[config.mk]
export PLATFORM = sky130hd
export DESIGN_NAME = run_seq_tx
export DESIGN_NICKNAME = d
export VERILOG_FILES = /design/src/rtl/run_seq_tx.sv
export SDC_FILE = /design/constraint.sdc
export NUM_CORES = 1
export LEC_CHECK = 0
export BUFFER_PORTS_ARGS = -buffer_cell sky130_fd_sc_hd__buf_2
export CAP_MARGIN = 10
export CELL_PAD_IN_SITES_DETAIL_PLACEMENT = 1
export CELL_PAD_IN_SITES_GLOBAL_PLACEMENT = 1
export CORE_ASPECT_RATIO = 1.4
export CORE_MARGIN = 3
export CORE_UTILIZATION = 51
export DETAILED_ROUTE_END_ITERATION = 7
export GPL_ROUTABILITY_DRIVEN = 0
export PLACE_DENSITY = 0.79
export SKIP_LAST_GASP = 1
export SLEW_MARGIN = 20
export SYNTH_ARGS = -nofsm -noshare
export SYNTH_HDL_FRONTEND = slang
export SYNTH_SLANG_ARGS = --single-unit
export TNS_END_PERCENT = 1
[constraint.sdc]
create_clock -name clk -period 3.7 [get_ports clk]
set_input_delay 0.37 -clock clk [delete_from_list [all_inputs] [get_ports clk]]
set_output_delay 0.37 -clock clk [all_outputs]
set_load 0.05 [all_outputs]
[src/rtl/run_seq_tx.sv]
// Serial run-length transmitter.
// Run descriptors {bit, length} are queued in a small FIFO and replayed as one bit per clock
// on w. Back-to-back runs are emitted without gap cycles; zero-length runs are discarded.
module run_seq_tx #(
    parameter int unsigned LEN_W = 4,
    parameter int unsigned DEPTH = 4
) (
    input  logic             clk,
    input  logic             rst,
    input  logic             in_valid_i,
    output logic             in_ready_o,
    input  logic             in_bit_i,
    input  logic [LEN_W-1:0] in_len_i,
    input  logic             flush_i,
    output logic             w_o,
    output logic             w_valid_o,
    output logic             run_end_o,
    output logic             busy_o
);

    localparam int unsigned AW = (DEPTH > 1) ? $clog2(DEPTH) : 1;
    localparam logic [LEN_W-1:0] CntOne = LEN_W'(1);
    localparam logic [AW:0] PtrOne = (AW + 1)'(1);

    typedef enum logic [0:0] {
        StIdle,
        StSend
    } state_e;

    // FIFO storage: each entry is {bit, len}
    logic [LEN_W:0] mem_q [DEPTH];
    logic [AW:0]    wr_ptr_q, wr_ptr_d;
    logic [AW:0]    rd_ptr_q, rd_ptr_d;

    state_e           state_q, state_d;
    logic [LEN_W-1:0] cnt_q, cnt_d;
    logic             bit_q, bit_d;

    logic             fifo_empty;
    logic             fifo_full;
    logic             push;
    logic             pop;
    logic [LEN_W:0]   head;
    logic             head_bit;
    logic [LEN_W-1:0] head_len;

    // FIFO status and head-of-queue decode
    always_comb begin
        fifo_empty = (wr_ptr_q == rd_ptr_q);
        fifo_full  = (wr_ptr_q[AW] != rd_ptr_q[AW]) &&
                     (wr_ptr_q[AW-1:0] == rd_ptr_q[AW-1:0]);
        head       = mem_q[rd_ptr_q[AW-1:0]];
        head_bit   = head[LEN_W];
        head_len   = head[LEN_W-1:0];
        // flush wins over a same-edge push, so the offered descriptor is dropped
        push       = in_valid_i && !fifo_full && !flush_i;
    end

    // Serializer next-state: loads a new run from the FIFO head when idle or on the last bit
    always_comb begin
        state_d = state_q;
        cnt_d   = cnt_q;
        bit_d   = bit_q;
        pop     = 1'b0;
        if (flush_i) begin
            state_d = StIdle;
            cnt_d   = '0;
        end else begin
            unique case (state_q)
                StIdle: begin
                    if (!fifo_empty) begin
                        pop = 1'b1;
                        if (head_len != '0) begin
                            state_d = StSend;
                            cnt_d   = head_len;
                            bit_d   = head_bit;
                        end
                    end
                end
                StSend: begin
                    cnt_d = cnt_q - CntOne;
                    if (cnt_q == CntOne) begin
                        if (!fifo_empty) begin
                            pop = 1'b1;
                            if (head_len != '0) begin
                                // chain straight into the next run, no gap cycle
                                cnt_d = head_len;
                                bit_d = head_bit;
                            end else begin
                                state_d = StIdle;
                            end
                        end else begin
                            state_d = StIdle;
                        end
                    end
                end
                default: begin
                    state_d = StIdle;
                end
            endcase
        end
    end

    // FIFO pointer next-state; flush empties the queue by catching the read pointer up
    always_comb begin
        wr_ptr_d = wr_ptr_q;
        rd_ptr_d = rd_ptr_q;
        if (push) begin
            wr_ptr_d = wr_ptr_q + PtrOne;
        end
        if (flush_i) begin
            rd_ptr_d = wr_ptr_q;
        end else if (pop) begin
            rd_ptr_d = rd_ptr_q + PtrOne;
        end
    end

    // State, counter and pointer registers
    always_ff @(posedge clk or posedge rst) begin
        if (rst) begin
            state_q  <= StIdle;
            cnt_q    <= '0;
            bit_q    <= 1'b0;
            wr_ptr_q <= '0;
            rd_ptr_q <= '0;
        end else begin
            state_q  <= state_d;
            cnt_q    <= cnt_d;
            bit_q    <= bit_d;
            wr_ptr_q <= wr_ptr_d;
            rd_ptr_q <= rd_ptr_d;
        end
    end

    // FIFO storage write; contents are don't-care until the pointers cover them
    always_ff @(posedge clk) begin
        if (push) begin
            mem_q[wr_ptr_q[AW-1:0]] <= {in_bit_i, in_len_i};
        end
    end

    // Outputs; bit_q only changes on a run load, so w holds the last sent bit while idle
    always_comb begin
        in_ready_o = !fifo_full;
        w_o        = bit_q;
        w_valid_o  = (state_q == StSend);
        run_end_o  = (state_q == StSend) && (cnt_q == CntOne);
        busy_o     = (state_q == StSend) || !fifo_empty;
    end

endmodule

Yosys cells after proc, flatten, opt, wreduce, memory -nomap -nowiden
Memories as Yosys holds them, arrays and structs flattened.
Cells that the tools add are included.

storage, ports and cells
  register bits after elaboration = 12
  latch bits = 0
  bits in writable memories = 20
  bits in read-only memories = 0
  bits of input ports = 9
  output and inout bits = 5
  word-level logic and storage cells = 54
  memories = 1

memories
  name   words  bits a word  rd ports  clocked after Yosys merged registers in  wr ports  RTL line  RTL
  mem_q  4      5            1         0                                        1         31        logic [LEN_W:0] mem_q [DEPTH];

operators by class
  add/subtract/negate cells = 3
  multipliers = 0
  divide/modulo/power cells = 0
  $lt $le $gt $ge = 0
  eq/ne operators = 7
  shift operators = 0
  muxes and demuxes = 24
  bitwise gates (word level) = 2
  reductions and logical operators = 12

operator list
  operator                                                count
  two-way mux 4 bit                                       6
  two-way mux 1 bit                                       12
  case mux 4 bit (2 select lines)                         1
  adder 3 x 1 -> 3 bit (second input constant)            2
  two-way mux 3 bit                                       2
  inequality test 3 bit (second input constant)           2
  case mux 1 bit (2 select lines)                         3
  == test 4 x 1 -> 1 bit (second input constant)          1
  logical AND 1 bit                                       4
  AND reduction 2 bit                                     2
  nonzero test 4 bit                                      1
  subtractor 4 x 1 -> 4 bit (second input constant)       1
  == test 3 bit                                           1
  zero test 1 bit                                         3
  == test 2 bit                                           1
  inequality test 2 x 1 -> 1 bit (second input constant)  1
  inverter 1 bit                                          2
  nonzero test 2 bit                                      1
  logical OR 1 bit                                        1
  inequality test 1 bit                                   1

Depth between registers and ports, before layout
  depth in word-level cells = 7
  mapped depth = 7

Worst setup path after synthesis
No wires, ideal clock.

  kind = flip-flop to flip-flop
  start = register cnt_q[0]
  end = register bit_q, in the netlist w_o
  setup time = 128 ps
  data arrival time = 1988 ps
  setup slack = 1584 ps
  stages on the path, launching flop included = 7
  path buffers = 0
  period minus slack after synthesis = 2116 ps
  cells stage by stage = dfrtp_1 -> ha_1 -> or3b_2 -> a32oi_1 -> nand2_2 -> nor2_1 -> mux2_1

on the way
  word-level cells in the longest chain between the ends = 3

ends and longest elaborated chain
  what                                             RTL line  RTL
  from (decl)                                      36        logic [LEN_W-1:0] cnt_q, cnt_d;
  from (signal assigned)                           128       cnt_q <= cnt_d;
  == test 4 x 1 -> 1 bit                           82        if (cnt_q == CntOne) begin
  inequality test 2 x 1 -> 1 bit (no source line)  n/a
  AND reduction 2 bit (no source line)             n/a
  to (signal assigned)                             129       bit_q <= bit_d;
  to (decl)                                        37        logic bit_q, bit_d;

Every way passes these cells.
A chain may end at the register's enable or synchronous reset.

Worst setup path in the final report
  start = register rd_ptr_q[0]
  end = register bit_q, in the netlist w_o

on the way
  word-level cells in the longest chain between the ends = 6
  elaborated cells on any way between the ends = 7

ends and longest elaborated chain
  what                                 RTL line  RTL
  from (decl)                          33        logic [AW:0] rd_ptr_q, rd_ptr_d;
  from (signal assigned)               131       rd_ptr_q <= rd_ptr_d;
  memory (4 x 5 bit)                   n/a
  nonzero test 4 bit                   73, 85
  two-way mux 1 bit                    73, 85
  two-way mux 1 bit (*)                71, 83
  two-way mux 1 bit                    82
  case mux 1 bit (2 select lines) (*)  69        unique case (state_q)

Every way passes the cells marked *; elsewhere a longest branch is shown, timed or not. The select of a mux whose other input is x is not followed.

==> impl_metrics.toml <==
[layout]
register_area_um2 = 901
drive_above_1_share = 0.230
n_antenna_cell = 0
final_net_count = 150
final_util = 0.602
syn_to_final_growth_pct = 11.5
fillers = 300
multiInputGateArea_um2 = 626
final_cells = 172

[timing]
tightest_slew_ns = 0.593
setup_ws_ns = 1.33
period_share = 0.641
fmax_ghz = 0.422
final_hold_viol_count = 0
slew_headroom = 0.605
period_minus_slack_ns = 2.37
skew_ns = 0.00827
final_max_slew_viol_count = 0
rsz0062_at_grt = "no"
finalSetupViolations = 0
fin_setup_tns_ns = 0

[global_route]
antenna_found_initial = 0
grt_pass1_vias = 1022
track_usage = 0.176
grt_overflow = 0
grt_max_degree = 15
grt_pass1_wl_um = 4660

[setup_path]
required_ns = 3.87
end_kind = "flop"
critPathKind = "flop to flop"
cp_max_fo = 9
crit_arrival_ns = 2.54
startpoint = "rd_ptr_q[0]$_DFFE_PP0P_"
reg2reg_from = "rd_ptr_q[0]$_DFFE_PP0P_"
start_kind = "flop"

[cts]
cts_buffer_depth = 2
cts_tree = "built"
hold_buffers = 0
cts_made_buffers = 5
cts_setup_buffers = 0
clkTransAtPathRegs_ns = 0.07
insertion_delay_ns = 0.28
numClockSinks = 32
h-tree-depth = 2
ctsResizeCount = 0
cts_root_buf = "clkbuf_8"

[placement]
numPortBuffers = 13
dp_cells = 164
post-place-ws_ns = 1.31
dp_hpwl_um = 2180

[die]
initial_core_util = 0.540
die_w_um = 52.9
die-area_um2 = 3790
io_pins = 14
core_um2 = 2910
die_y_um = 71.6
row_count = 23

[logic_synthesis]
syn_inst = 118
ys_types = 33
synth_seq_cells = 32
synthArstFlopShare = 0.375
syn-num-nets = 134
synth_flop_cell = "edfxtp_1"
avgSynthCellArea_um2 = 13.3
ys_warn_count = 0
netlist_area_um2 = 1570
synth_edf_count = 20
ys_seq_area_frac = 0.574

[power]
switching_share = 0.422
intPower_mw = 0.871
power_per_cell_area_nw_per_um2 = 861
p_leak_nw = 0.694
p_seq_frac = 0.392
power.switching_mw = 0.635
power_frac_comb = 0.433
p_total_mw = 1.51
max-vdd-ir-drop_v = 0.000461
clkPwrFrac = 0.175

[worst_hold_path]
min_path_type = "input pin to async pin"

[route]
avgViaCountPerCell = 5.53
drtIter0Drc = 9
post_drt_wl_per_cell_um = 16.2
wl_um = 2790
vias = 951
remaining_drc_errors = 0
drtPass1Iterations = 4
ant_nets = 0

[flow_run]
drv_cap = 0

[outcome]
status = "finished clean"
## layout by cell type (no fill, tap or decap), types with 3 or more instances in the layout
cell,instances
xor2_1,7
o21ai_0,5
dfrtp_1,12
edfxtp_1,20
clkbuf_8,5
xnor2_1,5
ha_1,7
mux4_2,3
and2_1,5
a21oi_1,6
inv_1,5
nand2_1,11
buf_2,13
nor2_1,8
## cell families (layout without fill, tap and decap cells)
family,Yosys count,after routing,synth area share
buf+inv,9,26,0.0271
mux,7,7,0.0901
flops,32,32,0.574
simple gates,33,33,0.107
compound gates,18,18,0.0789
xor+xnor,12,12,0.0670
fa+ha+maj,7,7,0.0558
## power by group through the flow
| stage | registers (mW) | logic (mW) | clock network [mW] |
|---|---|---|---|
| final | 0.591 | 0.652 | 0.263 |
| after global routing | 0.611 | 0.729 | 0.286 |
| after CTS | 0.595 | 0.661 | 0.275 |
| after detailed placement | 0.603 | 0.657 | 0 |
| after global placement | 0.593 | 0.646 | 0 |
| after floorplan | 0.572 | 0.549 | 0 |
## worst max-delay path, cell delays in order, from the launching register on
cell and delay, ns:
dfrtp_1 0.63, mux4_2 0.60, or4_4 0.57, nand2_2 0.11
nor2_1 0.05, mux2_1 0.31
## through the flow
| stage | hold slack, ns | cell area, µm² |
|---|---|---|
| global route | 0.145 | 1750 |
| finish | 0.104 | 1750 |
| detailed placement | 0.421 | 1660 |
| floorplan | 0.235 | 1570 |
| CTS | 0.108 | 1750 |
| global placement | 0.405 | 1660 |
## synthesized netlist by cell type (2+ instances only)
master / instances / area (µm²)
nand2_1: 11 / 41.3
dfrtp_1: 12 / 300
xor2_1: 7 / 61.3
inv_1: 5 / 18.8
clkbuf_1: 2 / 7.51
o21ai_0: 5 / 25.0
ha_1: 7 / 87.6
mux4_1: 2 / 52.6
nor2_1: 8 / 30.0
edfxtp_1: 20 / 601
a21oi_1: 6 / 30.0
and2_1: 5 / 31.3
mux4_2: 3 / 67.6
nand3_1: 2 / 10.0
xnor2_1: 5 / 43.8
## per-layer routing
| metal | wire [µm] | up-vias | track usage |
|---|---|---|---|
| met2 | 1560 | 14 | 0.309 |
| met4 | 42 | 0 | 0.0767 |
| li1 | - | 460 | - |
| met3 | 87 | 5 | 0.0437 |
| met5 | 0 | - | 0 |
| met1 | 1090 | 472 | 0.195 |
## final cells by class
type	instances	area share
clock buffer	5	0.0393
clock inverter	3	0.0136
inverter	5	0.0107
multi-input combinational	77	0.358
sequential	32	0.515
tap	37	0.0265
timing repair buffer	13	0.0372
## worst paths after layout
kind                                                 to  cells past startpoint  slack, ns
min in group clk                  mem_q[1][4]$_DFFE_PP_                      1       0.31
worst max-delay path                    w_o$_DFFE_PP0P_                      5       1.33
worst max register to register          w_o$_DFFE_PP0P_                      5       1.33
worst min-delay path            rd_ptr_q[2]$_DFFE_PP0P_                      2       0.10
worst min register to register          w_o$_DFFE_PP0P_                      1       0.50
max in group asynchronous               w_o$_DFFE_PP0P_                      2       3.26
## registers in the layout (all words and copies together) (netlist names)
| name | cells |
|---|---|
| wr_ptr_q | 3 |
| mem_q | 20 |
| w_o | 1 |
| rd_ptr_q | 3 |
| w_valid_o | 1 |
| cnt_q | 4 |
(Power assumes the default switching activity.)
